===== src/rtl/protobuf_pkg.sv =====
// Shared types and constants for the protobuf byte packer.
// The AXI read channel always issues single-beat, single-byte INCR reads.
package protobuf_pkg;

   localparam int unsigned AXI_ID_W   = 4;
   localparam int unsigned AXI_ADDR_W = 32;
   localparam int unsigned AXI_DATA_W = 32;
   localparam int unsigned AXI_LEN_W  = 8;
   localparam int unsigned LEN_W      = 16;
   localparam int unsigned WORD_W     = 32;
   localparam int unsigned KEEP_W     = 4;
   localparam int unsigned LANE_W     = 2;

   localparam logic [AXI_LEN_W-1:0] AXI_LEN   = 8'h00;
   localparam logic [2:0]           AXI_SIZE  = 3'b000;
   localparam logic [1:0]           AXI_BURST = 2'b01;

   typedef enum logic [1:0] {
      ST_IDLE = 2'd0,
      ST_ADDR = 2'd1,
      ST_DATA = 2'd2,
      ST_EMIT = 2'd3
   } state_e;

   // One packed output word as it appears on the stream.
   typedef struct packed {
      logic [WORD_W-1:0] data;
      logic [KEEP_W-1:0] keep;
      logic              last;
   } word_t;

endpackage


===== src/rtl/protobuf_byte_packer_if.sv =====
// AXI4 read-address/read-data channels plus the packed word output stream.
// master = packer side, slave = memory/sink side.
interface protobuf_byte_packer_if;
   import protobuf_pkg::*;

   logic [AXI_ID_W-1:0]   axm_m0_arid;
   logic [AXI_ADDR_W-1:0] axm_m0_araddr;
   logic [AXI_LEN_W-1:0]  axm_m0_arlen;
   logic [2:0]            axm_m0_arsize;
   logic [1:0]            axm_m0_arburst;
   logic                  axm_m0_arvalid;
   logic                  axm_m0_arready;

   logic [AXI_ID_W-1:0]   axm_m0_rid;
   logic [AXI_DATA_W-1:0] axm_m0_rdata;
   logic                  axm_m0_rlast;
   logic                  axm_m0_rvalid;
   logic                  axm_m0_rready;

   logic [WORD_W-1:0]     out_data;
   logic [KEEP_W-1:0]     out_keep;
   logic                  out_last;
   logic                  out_valid;
   logic                  out_ready;

   modport master (
      output axm_m0_arid, axm_m0_araddr, axm_m0_arlen, axm_m0_arsize, axm_m0_arburst, axm_m0_arvalid,
      input  axm_m0_arready,
      input  axm_m0_rid, axm_m0_rdata, axm_m0_rlast, axm_m0_rvalid,
      output axm_m0_rready,
      output out_data, out_keep, out_last, out_valid,
      input  out_ready
   );

   modport slave (
      input  axm_m0_arid, axm_m0_araddr, axm_m0_arlen, axm_m0_arsize, axm_m0_arburst, axm_m0_arvalid,
      output axm_m0_arready,
      output axm_m0_rid, axm_m0_rdata, axm_m0_rlast, axm_m0_rvalid,
      input  axm_m0_rready,
      input  out_data, out_keep, out_last, out_valid,
      output out_ready
   );

endinterface


===== src/rtl/byte_lane_packer.sv =====
// Packing datapath: drops each byte into the current lane of a 32-bit word,
// little-endian, tracking which lanes hold valid bytes.
module byte_lane_packer
   import protobuf_pkg::*;
(
   input  logic              clk,
   input  logic              rst_n,
   input  logic              clear,
   input  logic              wr_en,
   input  logic [7:0]        wr_byte,
   output logic [LANE_W-1:0] lane,
   output logic [WORD_W-1:0] word,
   output logic [KEEP_W-1:0] keep
);

   always_ff @(posedge clk or negedge rst_n) begin
      if (!rst_n) begin
         lane <= '0;
         word <= '0;
         keep <= '0;
      end else if (clear) begin
         lane <= '0;
         word <= '0;
         keep <= '0;
      end else if (wr_en) begin
         word[lane*8 +: 8] <= wr_byte;
         keep[lane]        <= 1'b1;
         lane              <= lane + LANE_W'(1);
      end
   end

endmodule


===== src/rtl/protobuf_byte_packer.sv =====
// Drains a message one byte per AXI read and emits little-endian packed
// 32-bit words with byte keeps; FSM and remaining-byte counter live here.
module protobuf_byte_packer
   import protobuf_pkg::*;
#(
   parameter logic [AXI_ID_W-1:0]   ARID    = 4'h0,
   parameter logic [AXI_ADDR_W-1:0] RD_ADDR = 32'h0000_0000
) (
   input  logic                  clock_clk,
   input  logic                  reset_reset_n,
   input  logic                  start,
   input  logic [LEN_W-1:0]      msg_len,
   output logic                  busy,
   output logic                  done,
   output logic                  id_err,
   protobuf_byte_packer_if.master bus
);

   logic [1:0]        rst_sync;
   logic              rst_n;
   state_e            state, state_n;
   logic [LEN_W-1:0]  cnt, cnt_n;
   logic              last_q, last_n;
   logic              id_err_n, done_n;
   logic              arvalid_q, rready_q, out_valid_q;
   logic              pk_clear, pk_wr;
   logic [LANE_W-1:0] lane;
   logic [WORD_W-1:0] word;
   logic [KEEP_W-1:0] keep;
   logic              unused_rd;

   // Async assert, synchronous release of the internal reset.
   always_ff @(posedge clock_clk or negedge reset_reset_n) begin
      if (!reset_reset_n) rst_sync <= '0;
      else                rst_sync <= {rst_sync[0], 1'b1};
   end
   assign rst_n = rst_sync[1];

   assign bus.axm_m0_arid    = ARID;
   assign bus.axm_m0_araddr  = RD_ADDR;
   assign bus.axm_m0_arlen   = AXI_LEN;
   assign bus.axm_m0_arsize  = AXI_SIZE;
   assign bus.axm_m0_arburst = AXI_BURST;
   assign bus.axm_m0_arvalid = arvalid_q;
   assign bus.axm_m0_rready  = rready_q;
   assign bus.out_valid      = out_valid_q;
   assign bus.out_last       = last_q;
   assign bus.out_data       = word;
   assign bus.out_keep       = keep;

   // rlast is redundant with single-beat reads; upper data bytes carry no payload.
   assign unused_rd = ^{bus.axm_m0_rlast, bus.axm_m0_rdata[AXI_DATA_W-1:8]};

   always_comb begin
      state_n  = state;
      cnt_n    = cnt;
      last_n   = last_q;
      id_err_n = id_err;
      done_n   = 1'b0;
      pk_clear = 1'b0;
      pk_wr    = 1'b0;
      unique case (state)
         ST_IDLE: begin
            if (start) begin
               id_err_n = 1'b0;
               if (msg_len == LEN_W'(0)) begin
                  done_n = 1'b1;
               end else begin
                  cnt_n    = msg_len;
                  last_n   = 1'b0;
                  pk_clear = 1'b1;
                  state_n  = ST_ADDR;
               end
            end
         end
         ST_ADDR: begin
            if (bus.axm_m0_arready) state_n = ST_DATA;
         end
         ST_DATA: begin
            if (bus.axm_m0_rvalid) begin
               pk_wr = 1'b1;
               cnt_n = cnt - LEN_W'(1);
               if (bus.axm_m0_rid != ARID) id_err_n = 1'b1;
               if (lane == LANE_W'(3) || cnt == LEN_W'(1)) begin
                  last_n  = (cnt == LEN_W'(1));
                  state_n = ST_EMIT;
               end else begin
                  state_n = ST_ADDR;
               end
            end
         end
         ST_EMIT: begin
            if (bus.out_ready) begin
               pk_clear = 1'b1;
               last_n   = 1'b0;
               if (last_q) begin
                  done_n  = 1'b1;
                  state_n = ST_IDLE;
               end else begin
                  state_n = ST_ADDR;
               end
            end
         end
         default: state_n = ST_IDLE;
      endcase
   end

   // Handshake valids are registered from the next state so they never
   // depend combinationally on the matching ready.
   always_ff @(posedge clock_clk or negedge rst_n) begin
      if (!rst_n) begin
         state       <= ST_IDLE;
         cnt         <= '0;
         last_q      <= 1'b0;
         id_err      <= 1'b0;
         done        <= 1'b0;
         busy        <= 1'b0;
         arvalid_q   <= 1'b0;
         rready_q    <= 1'b0;
         out_valid_q <= 1'b0;
      end else begin
         state       <= state_n;
         cnt         <= cnt_n;
         last_q      <= last_n;
         id_err      <= id_err_n;
         done        <= done_n;
         busy        <= (state_n != ST_IDLE);
         arvalid_q   <= (state_n == ST_ADDR);
         rready_q    <= (state_n == ST_DATA);
         out_valid_q <= (state_n == ST_EMIT);
      end
   end

   byte_lane_packer u_packer (
      .clk     (clock_clk),
      .rst_n   (rst_n),
      .clear   (pk_clear),
      .wr_en   (pk_wr),
      .wr_byte (bus.axm_m0_rdata[7:0]),
      .lane    (lane),
      .word    (word),
      .keep    (keep)
   );

endmodule


===== src/flat_wrapper.sv =====
// flat-port wrapper written by rule: the top's interface ports become plain ports
module protobuf_byte_packer_flat import protobuf_pkg::*;
#(
   parameter logic [AXI_ID_W-1:0]   ARID    = 4'h0,
   parameter logic [AXI_ADDR_W-1:0] RD_ADDR = 32'h0000_0000
)
  (clock_clk, reset_reset_n, start, msg_len, busy, done, id_err, bus_axm_m0_arid, bus_axm_m0_araddr, bus_axm_m0_arlen, bus_axm_m0_arsize, bus_axm_m0_arburst, bus_axm_m0_arvalid, bus_axm_m0_arready, bus_axm_m0_rid, bus_axm_m0_rdata, bus_axm_m0_rlast, bus_axm_m0_rvalid, bus_axm_m0_rready, bus_out_data, bus_out_keep, bus_out_last, bus_out_valid, bus_out_ready);
  protobuf_byte_packer_if bus_i ();
  input  logic clock_clk;
  input  logic reset_reset_n;
  input  logic start;
  input  logic [LEN_W-1:0] msg_len;
  output logic busy;
  output logic done;
  output logic id_err;
  output wire logic [$bits(bus_i.axm_m0_arid)-1:0] bus_axm_m0_arid;
  output wire logic [$bits(bus_i.axm_m0_araddr)-1:0] bus_axm_m0_araddr;
  output wire logic [$bits(bus_i.axm_m0_arlen)-1:0] bus_axm_m0_arlen;
  output wire logic [$bits(bus_i.axm_m0_arsize)-1:0] bus_axm_m0_arsize;
  output wire logic [$bits(bus_i.axm_m0_arburst)-1:0] bus_axm_m0_arburst;
  output wire logic [$bits(bus_i.axm_m0_arvalid)-1:0] bus_axm_m0_arvalid;
  input wire logic [$bits(bus_i.axm_m0_arready)-1:0] bus_axm_m0_arready;
  input wire logic [$bits(bus_i.axm_m0_rid)-1:0] bus_axm_m0_rid;
  input wire logic [$bits(bus_i.axm_m0_rdata)-1:0] bus_axm_m0_rdata;
  input wire logic [$bits(bus_i.axm_m0_rlast)-1:0] bus_axm_m0_rlast;
  input wire logic [$bits(bus_i.axm_m0_rvalid)-1:0] bus_axm_m0_rvalid;
  output wire logic [$bits(bus_i.axm_m0_rready)-1:0] bus_axm_m0_rready;
  output wire logic [$bits(bus_i.out_data)-1:0] bus_out_data;
  output wire logic [$bits(bus_i.out_keep)-1:0] bus_out_keep;
  output wire logic [$bits(bus_i.out_last)-1:0] bus_out_last;
  output wire logic [$bits(bus_i.out_valid)-1:0] bus_out_valid;
  input wire logic [$bits(bus_i.out_ready)-1:0] bus_out_ready;
  assign bus_axm_m0_arid = bus_i.axm_m0_arid;
  assign bus_axm_m0_araddr = bus_i.axm_m0_araddr;
  assign bus_axm_m0_arlen = bus_i.axm_m0_arlen;
  assign bus_axm_m0_arsize = bus_i.axm_m0_arsize;
  assign bus_axm_m0_arburst = bus_i.axm_m0_arburst;
  assign bus_axm_m0_arvalid = bus_i.axm_m0_arvalid;
  assign bus_i.axm_m0_arready = bus_axm_m0_arready;
  assign bus_i.axm_m0_rid = bus_axm_m0_rid;
  assign bus_i.axm_m0_rdata = bus_axm_m0_rdata;
  assign bus_i.axm_m0_rlast = bus_axm_m0_rlast;
  assign bus_i.axm_m0_rvalid = bus_axm_m0_rvalid;
  assign bus_axm_m0_rready = bus_i.axm_m0_rready;
  assign bus_out_data = bus_i.out_data;
  assign bus_out_keep = bus_i.out_keep;
  assign bus_out_last = bus_i.out_last;
  assign bus_out_valid = bus_i.out_valid;
  assign bus_i.out_ready = bus_out_ready;
  protobuf_byte_packer #(.ARID(ARID), .RD_ADDR(RD_ADDR)) u_core (.clock_clk(clock_clk), .reset_reset_n(reset_reset_n), .start(start), .msg_len(msg_len), .busy(busy), .done(done), .id_err(id_err), .bus(bus_i));
endmodule

===== config.mk =====
export PLATFORM = sky130hd
export DESIGN_NAME = protobuf_byte_packer_flat
export DESIGN_NICKNAME = d
export VERILOG_FILES = /design/src/rtl/protobuf_pkg.sv /design/src/rtl/protobuf_byte_packer_if.sv /design/src/rtl/byte_lane_packer.sv /design/src/rtl/protobuf_byte_packer.sv /design/src/flat_wrapper.sv
export SDC_FILE = /design/constraint.sdc
export NUM_CORES = 1
export LEC_CHECK = 0
export CAP_MARGIN = 20
export CORE_MARGIN = 2
export CORE_UTILIZATION = 40
export CTS_CLUSTER_DIAMETER = 100
export DETAILED_ROUTE_END_ITERATION = 6
export HOLD_SLACK_MARGIN = 0.12
export PLACE_DENSITY = 0.77
export SETUP_SLACK_MARGIN = 0.1
export SLEW_MARGIN = 20
export SYNTH_ARGS = -nofsm -noshare
export SYNTH_HDL_FRONTEND = slang
export SYNTH_SLANG_ARGS = --single-unit

===== constraint.sdc =====
create_clock -name clock_clk -period 1.99 [get_ports clock_clk]
set_input_delay 0.398 -clock clock_clk [delete_from_list [all_inputs] [get_ports clock_clk]]
set_output_delay 0.398 -clock clock_clk [all_outputs]
set_load 0.01 [all_outputs]

# Word level (Yosys, flattened, before mapping)
# Index checks and enable logic that the tools add are counted.
# op_classes
muxes	42
n_lt_le_gt_ge	2
div_mod_pow	0
add_sub_neg	3
n_shift	2
n_bitwise	1
n_mul	0
n_eq_ne	14
reduce_logical	12
# op_table
cell	n
$mux W32	2
$mux W16	3
$neg A5 Y34	1
$shift A8 B34 Y32 const A	1
$shiftx A8 B34 Y32	1
$bwmux W32	1
$pmux W16 S2	1
$mux W1	19
$eq A16 B1 Y1 const B	1
$logic_not A16 Y1	1
$mux W2	8
$sub A16 B1 Y16 const B	1
$eq A2 B2 Y1 const B	5
$mux W4	2
$ne A2 B2 Y1 const B	4
$pmux W2 S4	1
$reduce_and A4 Y1	2
$pmux W1 S2	3
$reduce_and A6 Y1	1
$reduce_bool A2 Y1	3
$eq A2 B1 Y1 const B	2
$ne A2 B1 Y1 const B	2
$or A4 B4 Y4	1
$reduce_bool A4 Y1	1
other kinds (9)	9
# totals
output_inout_bits	92
latch_bits	0
ramBits	0
register_bits	65
mem_bits_ro	0
word_cells	89
in_bits	59
n_memories	0

# Logic depth before layout (Yosys ltp)
# depth
depth_word	7
mapped_depth	10
ltp_nobuf	8

# Modules after synthesis
# A second synthesis with hierarchy kept.
# hier_totals
hier_cells	397
area_unflattened_um2	4021.4
# modules_own_cells
mod	area_per_inst_um2	n_inst	cells_each	seq_area_each_um2
protobuf_byte_packer	2297.2	1	261	675.6
byte_lane_packer	1724.2	1	136	950.9

# Worst setup path before layout
# No wires, ideal clock.
# synth_timing
path_kind	reg-to-reg
from	register u_core.u_packer.lane[0]
to	register u_core.u_packer.word[16]
path_slack_ns	-0.064
n_path_buf	0
setup_ns	0.072
period_less_slack_ns	2.054
t_required_ns	1.918
t_arrival_ns	1.982
stages_incl_launch_ff	7
cell_sequence	dfrtp_1 inv_1 ha_1 inv_1 nor4_2 a22oi_1 nor2_4
# synth_via
elab_chain_len	5
elab_cells_between_ends	6
cone_classes	add/sub: 1; shift: 2; mux: 3
# synth_rtl
item	line	rtl
from (decl)	byte_lane_packer.sv:11	output logic [LANE_W-1:0] lane,
from (signal assigned)	byte_lane_packer.sv:28	lane <= lane + LANE_W'(1);
$neg A5 Y34 (*)	byte_lane_packer.sv:26	word[lane*8 +: 8] <= wr_byte;
$shiftx A8 B34 Y32 or $shift A8 B34 Y32 (tied branches)	byte_lane_packer.sv:26	
$bwmux W32 (*)	byte_lane_packer.sv:26	
$mux W32 (*)	byte_lane_packer.sv:25	end else if (wr_en) begin
$mux W32 (*)	byte_lane_packer.sv:21	end else if (clear) begin
to (signal, indexed assignment)	byte_lane_packer.sv:26	
to (decl)	byte_lane_packer.sv:12	output logic [WORD_W-1:0] word,
# Mark *: on every way between the ends. The rest lies on a longest branch, timed or not. The select of a mux whose other input is x is not followed.
# A chain may end at the register's enable or synchronous reset.

# Worst setup path in the final report
# layout_timing
from	register u_core.cnt[0]
to	register u_core.cnt[10]
# layout_via
elab_chain_len	3
# layout_rtl
item	line	rtl
from (decl)	protobuf_byte_packer.sv:22	logic [LEN_W-1:0] cnt, cnt_n;
from (signal assigned)	protobuf_byte_packer.sv:123	cnt <= cnt_n;
$sub A16 B1 Y16	protobuf_byte_packer.sv:82	cnt_n = cnt - LEN_W'(1);
$mux W16	protobuf_byte_packer.sv:80	if (bus.axm_m0_rvalid) begin
$pmux W16 S2	protobuf_byte_packer.sv:62	unique case (state)
# Every way passes these cells. The select of a mux whose other input is x is not followed.

==> impl_results.md <==
- Fill count: 783
- Worst setup SP type: register
- Final hold viol count: 0
- Ys async rst share: 100%
- Sequential fraction of the synthesis area: 42.4%
- CP cell instances: inv_2 -> ha_4 -> or3b_4 -> nor3_4 -> nand3_1 -> a32o_1 -> a221o_1
- CTS Buf Count: 9
- Overall Power: 0.00634 W
- Netlist cell types: 56
- Number of remaining DRC errors: 0
- P_sw: 0.00262 W
- Area leader, netlist: dfrtp_1
- Synth warn: 0
- First-pass GRT wire length: 16200 um
- Dpl cells: 642
- CP max-delay cell: or3b_4
- Final HPWL DP: 7590 um
- Number of DRC markers in iteration 0: 206
- Synth area leaders: dfrtp_1, buf_4, a22oi_1
- CP Max Fanout: 3
- Cells after Synth: 390
- # IOs: 151
- Full die area: 0.0104 mm2
- Crit path buf inv count: 1
- CP Data Required Time: 2230 ps
- Max incr delay on CP: 410 ps
- Post-synth top cells: dfrtp_1, buf_4, nor2_1
- CTS tree: yes
- Final Cycle Share: 95.2%
- Max-slew violation count: 0
- Syn_area_per_cell: 9.85 um2
- Horiz. Die Dim: 102 um
- GP Congestion: 0.914
- Top FF cell, synth: dfrtp_1
- Yosys top cell area share: 42.4%
- Minimum clock period after layout: 1890 ps
- Wirelength per Cell: 15.5 um
- EDFF count, synth: 0
- Worst hold margin: 203 ps
- Post-synthesis cell area: 0.00384 mm2
- # port buffers: 76
- Status: complete, no violations
- Yosys reg bits: 65
- Worst vdd ir: 0.498 mV
- MaxCap Viol Count: 0
- Fraction of layout cells with a size suffix above 1: 26.7%
- Area of the core: 0.00928 mm2
- Power per cell area: 1150 mW/mm2
- Routed wire length: 10400 um
- Largest delay share family, worst path: simple AND/OR/NAND/NOR gates
- DRT Pass-1 Iters: 4
- ANT cells: 0
- Total GRT Usage: 19.9%
- Worst-Skew Late Latency: 360 ps
- Area growth, synth to finish: 43.2%
- Layout Cells excl Fill: 669
- Largest net degree at the start of global routing: 64
- Multi-input gate area: 0.00209 mm2
- Sequential power share: 30.5%
- Internal power: 0.00372 W
- Fin Clk Skew: 9.22 ps
- Clock Sinks: 65
- Root Driver: clkbuf_8
- Via Count: 3484
- Vias in the first global route: 3387
- RSZ-0062 raised after global routing: yes
- Die height: 102 um
- ANT nets after route: 0
- Setup violations, final: 0
- Combinational Power Share: 51.1%
- Cell area after layout: 0.00550 mm2
- Pre-CTS WS: -415 ps
- Layout Nets: 608
- Htree depth: 3
- Reg clk slew, reported paths: 80 ps
- Net switching fraction of the power: 41.3%
- CP endpoint kind: register
- FF/Latch Area: 0.00163 mm2
- Leak Pwr: 2.47 nW
- Clock Tree Buf Depth: 2
- Total grt overflow: 0
- Initial Util: 41.4%
- Final worst slack: 96.2 ps
- Setup Crit Path Kind: register to register
- Placement-stage cell area: 0.00499 mm2
- HP Class: input port to async pin
- Initial antenna violation count: 0
- F_max: 528 MHz
- FP Rows: 35
- Most common cell in the netlist: dfrtp_1
- Crit path DAT: 2140 ps
- Vias/cell: 5.21
- Clock power share: 18.4%
==> cells in the final DEF (no fill, tap or decap), types with 5 or more instances in the layout <==
master,n
nand3_1,15
ha_1,10
clkbuf_8,9
dfrtp_1,63
nor2_1,43
nand2_1,18
inv_1,9
nor3_1,9
a22oi_1,32
o21ai_1,7
buf_4,64
conb_1,50
clkdlybuf4s50_1,63
inv_2,5
dlymetal6s2s_1,13
nor2_4,11
nor4_4,7
nand2_2,6
a21oi_1,13
o22ai_1,6
==> final timing paths <==
| check | startpoint | end | slack (ps) | depth (start not counted) |
|---|---|---|---|---|
| max in group asynchronous | u_core.rst_sync[1] | u_core.state[1] | 1440 | 1 |
| worst min-delay path | reset_reset_n | u_core.rst_sync[0] | 200 | 1 |
| worst max-delay path | u_core.cnt[0] | u_core.cnt[10] | 100 | 7 |
| worst min register to register | u_core.rst_sync[1] | u_core.u_packer.word[0] | 270 | 1 |
| worst max register to register | u_core.cnt[0] | u_core.cnt[10] | 100 | 7 |
| min in group clock_clk | u_core.rst_sync[0] | u_core.rst_sync[1] | 350 | 0 |
==> per-layer routing <==
layer  part of all wire (%)  track usage, %
met5                      0               0
met4                    2.7            9.33
met3                    7.8            4.65
met2                     50            33.6
met1                     40            24.0
==> power groups by stage <==
stage          Sequential, W  Clock [W]  Combinational, W
2_1_floorplan        0.00199          0           0.00161
3_3_place_gp         0.00190          0           0.00274
3_5_place_dp         0.00191          0           0.00285
4_1_cts              0.00189    0.00118           0.00294
5_1_grt              0.00198    0.00124           0.00351
6_report             0.00194    0.00116           0.00324
==> through the flow <==
stage	utilization [%]	TNS [ps]
global placement	53.8	-12610
floorplan	-	-225
global route	59.2	0
CTS	57.0	0
finish	59.2	0
detailed placement	53.8	-18840
==> registers in the layout (all words and copies together), names as in the netlist <==
register	flops
u_core.bus.axm_m0_arvalid	1
u_core.state	2
u_core.bus.axm_m0_rready	1
u_core.rst_sync	2
u_core.u_packer.keep	4
u_core.busy	1
u_core.u_packer.lane	2
u_core.done	1
u_core.cnt	16
u_core.bus.out_last	1
u_core.id_err	1
u_core.u_packer.word	32
u_core.bus.out_valid	1
==> cell families after synthesis <==
group,synth area share (%)
other,0.196
adders and majority gates,4.56
xor gates and xnor gates,0.228
DFF,42.4
AOI/OAI and AO/OA,17.1
and+or+nand+nor,21.9
buffers and inverters,13.1
muxes,0.521
==> final cells by class <==
type / count / share of cell area [%]
clock buffer: 9 / 2.25
clock inverter: 7 / 1.41
inverter: 14 / 0.956
multi-input combinational: 299 / 38.0
sequential: 65 / 29.6
tap: 129 / 2.94
timing repair buffer: 146 / 24.8
==> repair_timing <==
action,CTS,global route
pin swaps,4,14
setup endpoints to repair,56,56
gates resized for setup,10,46
setup buffers,5,6
hold buffers,0,0
(Power assumes the default switching activity.)
